<file path="src/rtl/digest_serializer.sv">
// digest_serializer: output stage of the SHA-2 core.
// Formats the final hash state (H0..H7) into digest bytes in transmission
// order and streams them out as AXI-Stream beats of M_AXIS_DATA_WIDTH bits,
// with TKEEP on partial beats and TLAST on the final beat of each digest.
// Build option: define DIGEST_BYTE_SWAP_EN for big-endian (standard SHA)
// byte order. Without it, each word's bytes go out little-endian.
module digest_serializer #(
    parameter int M_AXIS_DATA_WIDTH  = 512,
    parameter int S_AXIS_TUSER_WIDTH = 128,
    parameter int M_AXIS_TUSER_WIDTH = 128,
    parameter int SHA_TYPE_LSB       = 32
) (
    input  logic                            axi_aclk,
    input  logic                            axi_resetn,
    input  logic [511:0]                    s_axis_tdata,
    input  logic [S_AXIS_TUSER_WIDTH-1:0]   s_axis_tuser,
    input  logic                            s_axis_tvalid,
    input  logic                            s_axis_tlast,
    output logic                            s_axis_tready,
    output logic [M_AXIS_DATA_WIDTH-1:0]    m_axis_tdata,
    output logic [M_AXIS_DATA_WIDTH/8-1:0]  m_axis_tkeep,
    output logic [M_AXIS_TUSER_WIDTH-1:0]   m_axis_tuser,
    output logic                            m_axis_tvalid,
    input  logic                            m_axis_tready,
    output logic                            m_axis_tlast,
    output logic [31:0]                     digest_count
);

    localparam int BYTES = M_AXIS_DATA_WIDTH / 8;
    // A 512-bit beat is always the whole digest, so the buffer never shifts.
    localparam int SHIFT = (M_AXIS_DATA_WIDTH < 512) ? M_AXIS_DATA_WIDTH : 0;

    typedef enum logic [0:0] {
        IDLE = 1'b0,
        SEND = 1'b1
    } state_t;

    state_t                         r_state;
    logic [3:0]                     r_beat;
    logic [3:0]                     r_nbeats;
    logic [6:0]                     r_rem;
    logic                           r_ready_en;
    logic [31:0]                    r_count;
    logic [511:0]                   r_buf;
    logic [M_AXIS_TUSER_WIDTH-1:0]  r_tuser;

    logic [1:0]                     w_sha_type;
    logic [6:0]                     w_len;
    logic [3:0]                     w_nbeats;
    logic [511:0]                   w_fmt;
    logic [BYTES-1:0]               w_keep;
    logic                           w_send;
    logic                           w_last;
    logic                           w_m_hs;
    logic                           w_load;
    logic                           w_unused;

    // Digest length in bytes for each SHA variant.
    function automatic logic [6:0] digest_len(input logic [1:0] sha_type);
        case (sha_type)
            2'b00:   return 7'd28;
            2'b01:   return 7'd32;
            2'b10:   return 7'd48;
            default: return 7'd64;
        endcase
    endfunction

    // Byte stream D[p] in transmission order; bytes at or past the digest
    // length are forced to zero so partial beats carry clean padding.
    function automatic logic [511:0] format_digest(input logic [511:0] state,
                                                   input logic [1:0]   sha_type);
        logic [511:0] res;
        logic [6:0]   len;
        int           word;
        int           idx;
        int           lsb;
        res = '0;
        len = digest_len(sha_type);
        for (int p = 0; p < 64; p++) begin
            if (sha_type[1]) begin
                word = p / 8;
                idx  = p % 8;
            end else begin
                // Wrap the word index so the select stays in range; those
                // positions are beyond any 32-bit-mode digest and are masked.
                word = (p / 4) % 8;
                idx  = p % 4;
            end
`ifdef DIGEST_BYTE_SWAP_EN
            lsb = 64 * word + 56 - 8 * idx;
`else
            lsb = sha_type[1] ? (64 * word + 8 * idx) : (64 * word + 32 + 8 * idx);
`endif
            if (7'(p) < len) begin
                res[8*p +: 8] = state[lsb +: 8];
            end
        end
        return res;
    endfunction

    assign w_sha_type = s_axis_tuser[SHA_TYPE_LSB +: 2];
    assign w_fmt      = format_digest(s_axis_tdata, w_sha_type);
    assign w_unused   = &{1'b0, s_axis_tlast, s_axis_tuser};

    // Length and beat count of the digest currently offered on the input.
    always_comb begin
        w_len    = digest_len(w_sha_type);
        w_nbeats = 4'((int'(w_len) + BYTES - 1) / BYTES);
    end

    assign w_send = (r_state == SEND);
    assign w_last = (r_beat == r_nbeats - 4'd1);
    assign w_m_hs = w_send & m_axis_tready;
    // Accept a new digest when empty, or in the same cycle the last beat leaves.
    assign s_axis_tready = r_ready_en & (~w_send | (w_m_hs & w_last));
    assign w_load        = s_axis_tvalid & s_axis_tready;

    // Byte-valid mask from the bytes still remaining in the current digest.
    always_comb begin
        w_keep = '0;
        for (int k = 0; k < BYTES; k++) begin
            w_keep[k] = w_send & (7'(k) < r_rem);
        end
    end

    assign m_axis_tvalid = w_send;
    assign m_axis_tlast  = w_send & w_last;
    assign m_axis_tkeep  = w_keep;
    assign m_axis_tdata  = w_send ? r_buf[M_AXIS_DATA_WIDTH-1:0] : '0;
    assign m_axis_tuser  = w_send ? r_tuser : '0;
    assign digest_count  = r_count;

    // Control FSM: load, beat advance, return to idle, digest counter.
    always_ff @(posedge axi_aclk or negedge axi_resetn) begin
        if (!axi_resetn) begin
            r_state    <= IDLE;
            r_beat     <= 4'd0;
            r_nbeats   <= 4'd0;
            r_rem      <= 7'd0;
            r_ready_en <= 1'b0;
            r_count    <= 32'd0;
        end else begin
            r_ready_en <= 1'b1;
            if (w_m_hs && w_last) begin
                r_count <= r_count + 32'd1;
            end
            if (w_load) begin
                r_state  <= SEND;
                r_beat   <= 4'd0;
                r_nbeats <= w_nbeats;
                r_rem    <= w_len;
            end else if (w_m_hs) begin
                if (w_last) begin
                    r_state <= IDLE;
                end else begin
                    r_beat <= r_beat + 4'd1;
                    r_rem  <= r_rem - 7'(BYTES);
                end
            end
        end
    end

    // Holding buffer: capture on load, shift the next beat down on advance.
    always_ff @(posedge axi_aclk) begin
        if (w_load) begin
            r_buf   <= w_fmt;
            r_tuser <= s_axis_tuser[M_AXIS_TUSER_WIDTH-1:0];
        end else if (w_m_hs && !w_last) begin
            r_buf <= r_buf >> SHIFT;
        end
    end

endmodule

</file>
<file path="config.mk">
export PLATFORM = sky130hd
export DESIGN_NAME = digest_serializer
export DESIGN_NICKNAME = d
export VERILOG_FILES = /design/src/rtl/digest_serializer.sv
export SDC_FILE = /design/constraint.sdc
export NUM_CORES = 1
export LEC_CHECK = 0
export CAP_MARGIN = 25
export CORE_AREA = 2 2 542 544
export DETAILED_ROUTE_END_ITERATION = 16
export DIE_AREA = 0 0 544 546
export GPL_TIMING_DRIVEN = 0
export PLACE_DENSITY_LB_ADDON = 0.12
export SETUP_SLACK_MARGIN = 0.15
export SYNTH_ARGS = -nofsm -noshare
export SYNTH_HDL_FRONTEND = slang
export SYNTH_SLANG_ARGS = --single-unit
</file>
<file path="constraint.sdc">
create_clock -name axi_aclk -period 18.7 [get_ports axi_aclk]
set_input_delay 2.805 -clock axi_aclk [delete_from_list [all_inputs] [get_ports axi_aclk]]
set_output_delay 2.805 -clock axi_aclk [all_outputs]
set_load 0.02 [all_outputs]
</file>
==> summary.md <==
| Metric | Value |
|---|---|
| Outcome | finished, final reports clean |
| Worst Max-Slew Pin Slew | approximately 1100 ps |
| Seq cells post-synth | 684 |
| Final Skew | roughly 52 ps |
| Cell mode on critical path | nand2_1 |
| Worst Path Max Fanout | 10 |
| Power, Total | roughly 7.5 mW |
| Setup TNS | 0 ps |
| Initial antenna violation count | 172 |
| Mapped Area | ~32000 sq um |
| Hold_buf cts | 0 |
| Sequential area share after synthesis | 0.6290 |
| Number of flops mapped to enable cells by yosys | between 600 and 700 |
| Dpl hpwl | roughly 240 mm |
| DRT iter0 DRCs | ~1900 |
| Final ANT Viol Nets | 0 |
| DRT Wirelength | about 280 mm |
| RR Startpoint | m_axis_tvalid |
| Min Tclk post-route | 7692 ps |
| Register-to-Register Path Depth | 13 |
| WL/cell | between 30 and 40 microns |
| Number of nets in the layout | around 5200 |
| Hold endpoint | digest_count[31] |
| CP Capture Type | primary output |
| Max IR drop VDD | slightly above 0.1 mV |
| Max Clk Rate | about 130 MHz |
| Clk slew on worst S/H paths | about 60 ps |
| Crit-path cells | buf_4, nand2_1, a2111o_1, nand2_1, and2_1, clkdlybuf4s50_1 |
| IO Count | roughly 1400 |
| Total track usage | 0.1838 |
| RePlAce Congestion | around 0.86 |
| Yosys Warn Count | 0 |
| Top cell type's share of synthesized area | 0.5949 |
| P_leak | roughly 20 nW |
| Bufs and invs on worst path | 2 |
| Ys flop type | edfxtp_1 |
| Max-slew violations | 0 |
| Clk root buf | clkbuf_16 |
| Global-route wire length before repair | around 350 mm |
| CORE AREA | around 290000 sq um |
| Die area | around 300000 sq um |
| Worst relative slew slack | 0.2430 |
| Area grow syn2layout | 72.74% |
| Fillers | 32350 |
| Crit path required time | between 15000 and 20000 ps |
| Cells after Synth | ~3000 |
| Syn_area_per_cell | roughly 11 sq um |
| Largest net degree at the start of global routing | 33 |
| CP max stage delay | roughly 730 ps |
| Die width | approximately 540 microns |
| HP Start | digest_count[31] |
| Netlist cell types | 51 |
| DR DRC count | 0 |
| Cell at the slowest stage of the critical path | clkdlybuf4s50_1 |
| Area contributors post-synth | edfxtp_1, and2_1, nand2_1 |
| Worst setup path category | input pin to primary output |
| Clk sinks | 684 |
| Via/cell ratio | around 3.5 |
| R2r endpoint | r_buf[165] |
| Worst-Skew Late Latency | 840 ps |
| R2R Setup Slk | about 14000 ps |
| Rows | 199 |
| Gr ovfl total | 0 |
| Vias in the first global route | about 31000 |
| Htree depth | 3 |
| Mapped Nets | roughly 3600 |
| Drt first pass iters | 5 |
| Hold WS | 473.1 ps |
| Area leader, netlist | edfxtp_1 |
| Post-CTS Setup Inserts | 0 |
| # resized after CTS | 0 |
| RSZ-0062 raised after global routing | false |
| Period utilization | 0.4113 |
| DR vias | around 30000 |
| Final Hold Fails | 0 |
| Startpoint types | input pin |
| Post-synth ARST share | 0.06433 |
| PortBufs | 1381 |
| Maximum buffer depth of the clock tree | 4 |
| Setup violators final | 0 |
| Layout Utilization | 0.1911 |
| Starting density of the core | 0.1106 |
| MaxCap Viol Count | 0 |
| Min-delay worst type | flop to flop |
| CTS tree | done |
| CTS buffer count | 105 |
| Power per cell area | ~130 nW/um^2 |
| Worst EP arrival | 4890 ps |
| Hold depth | 1 |
| Chip Height | ~550 microns |
| CP startpoint | m_axis_tready |
| Layout cells sized above 1 | 0.06337 |
| Crit-path leading delay family | buffers and inverters |
==> how the worst max path moves through the flow <==
stage	to	slack, ps	depth (start not counted)
final	s_axis_tready	11010	6
after global routing	m_axis_tdata[327]	10650	6
after CTS	m_axis_tdata[327]	10630	6
after detailed placement	r_buf[313]	10060	12
after global placement	r_buf[78]	-4560	4
after floorplan	r_rem[3]	3970	5
==> cell type report <==
| type | instances | area (sq um) | area share |
|---|---|---|---|
| tap | 3919 | 4903 | 0.08787 |
| multi-input combinational | 2054 | 10910 | 0.1955 |
| antenna | 54 | 135.1 | 0.002422 |
| sequential | 684 | 20320 | 0.3641 |
| inverter | 10 | 37.54 | 0.0006727 |
| buffer | 236 | 1072 | 0.01922 |
| clock inverter | 53 | 401.6 | 0.007197 |
| clock buffer | 134 | 2758 | 0.04942 |
| timing repair buffer | 1453 | 15270 | 0.2736 |
==> placed cells by master, fill, tap and decap left out, drive strengths merged, types with 7 or more instances in the layout <==
cell	count
clkdlybuf4s50	1380
nor4	18
a21oi	203
nor3	7
a21boi	96
mux2i	33
clkinv	43
clkbuf	321
and2	679
ha	8
edfxtp	640
diode	54
nand4	9
nor2b	9
dfrtp	44
inv	12
xor2	21
nor2	39
nand3	18
buf	122
nand2	857
a21o	7
xnor2	13
==> logic make-up (layout without fill, tap and decap cells) <==
| logic type | count (synthesis) | in the layout | share of synthesized area |
|---|---|---|---|
| simple gates | 1653 | 1653 | 0.2534 |
| flops | 684 | 684 | 0.6290 |
| compound gates | 322 | 322 | 0.06054 |
| buf+inv | 246 | 1886 | 0.03335 |
| mux | 36 | 36 | 0.01127 |
| xor+xnor | 34 | 34 | 0.009218 |
| fa+ha+maj | 8 | 8 | 0.003099 |
| other cells | 1 | 55 | 0.0001161 |
==> state kept, by name (all words and copies together), names as in the netlist <==
register	count
digest_count	32
m_axis_tvalid	1
r_beat	4
r_buf	512
r_nbeats	2
r_ready_en	1
r_rem	4
r_tuser	128
==> cells in the mapped netlist, types with 3 or more instances <==
| cell | count |
|---|---|
| nand2_1 | 857 |
| and2_1 | 679 |
| edfxtp_1 | 640 |
| a21oi_1 | 202 |
| clkbuf_1 | 186 |
| a21boi_0 | 96 |
| dfrtp_1 | 44 |
| nor2_1 | 39 |
| buf_4 | 33 |
| mux2i_1 | 33 |
| xor2_1 | 21 |
| nand3_1 | 17 |
| nor4_2 | 15 |
| xnor2_1 | 13 |
| buf_1 | 11 |
| inv_1 | 9 |
| nand4_1 | 9 |
| nor2b_1 | 9 |
| ha_1 | 8 |
| a21o_1 | 7 |
| nor3_1 | 7 |
| and3_1 | 5 |
| and4_1 | 3 |
| buf_2 | 3 |
| nor4_1 | 3 |
==> stage by stage <==
stage | cell area (sq um) | setup slack [ps] | cells
after global placement | 51030 | -4562 | 8284
after CTS | 55620 | 10630 | 8539
after global routing | 55670 | 10650 | 8546
after detailed placement | 52460 | 10060 | 8352
after floorplan | 32300 | 3970 | 2984
final | 55800 | 11010 | 8597
==> power breakdown <==
part	switching, mW	internal, mW	total [mW]	leakage, nW
Sequential	0.0510	1.86	1.91	6.40
Combinational	2.20	1.47	3.67	11.6
Clock	0.832	1.10	1.93	1.53
Total	3.08	4.43	7.51	19.6
==> metal layers <==
metal	share of wire	wire length, microns	GRT usage
met1	0.37	105300	0.2028
met2	0.50	141200	0.3305
met3	0.10	28690	0.07305
met4	0.020	5648	0.03428
met5	0.0018	519	0
(Power assumes the default switching activity.)
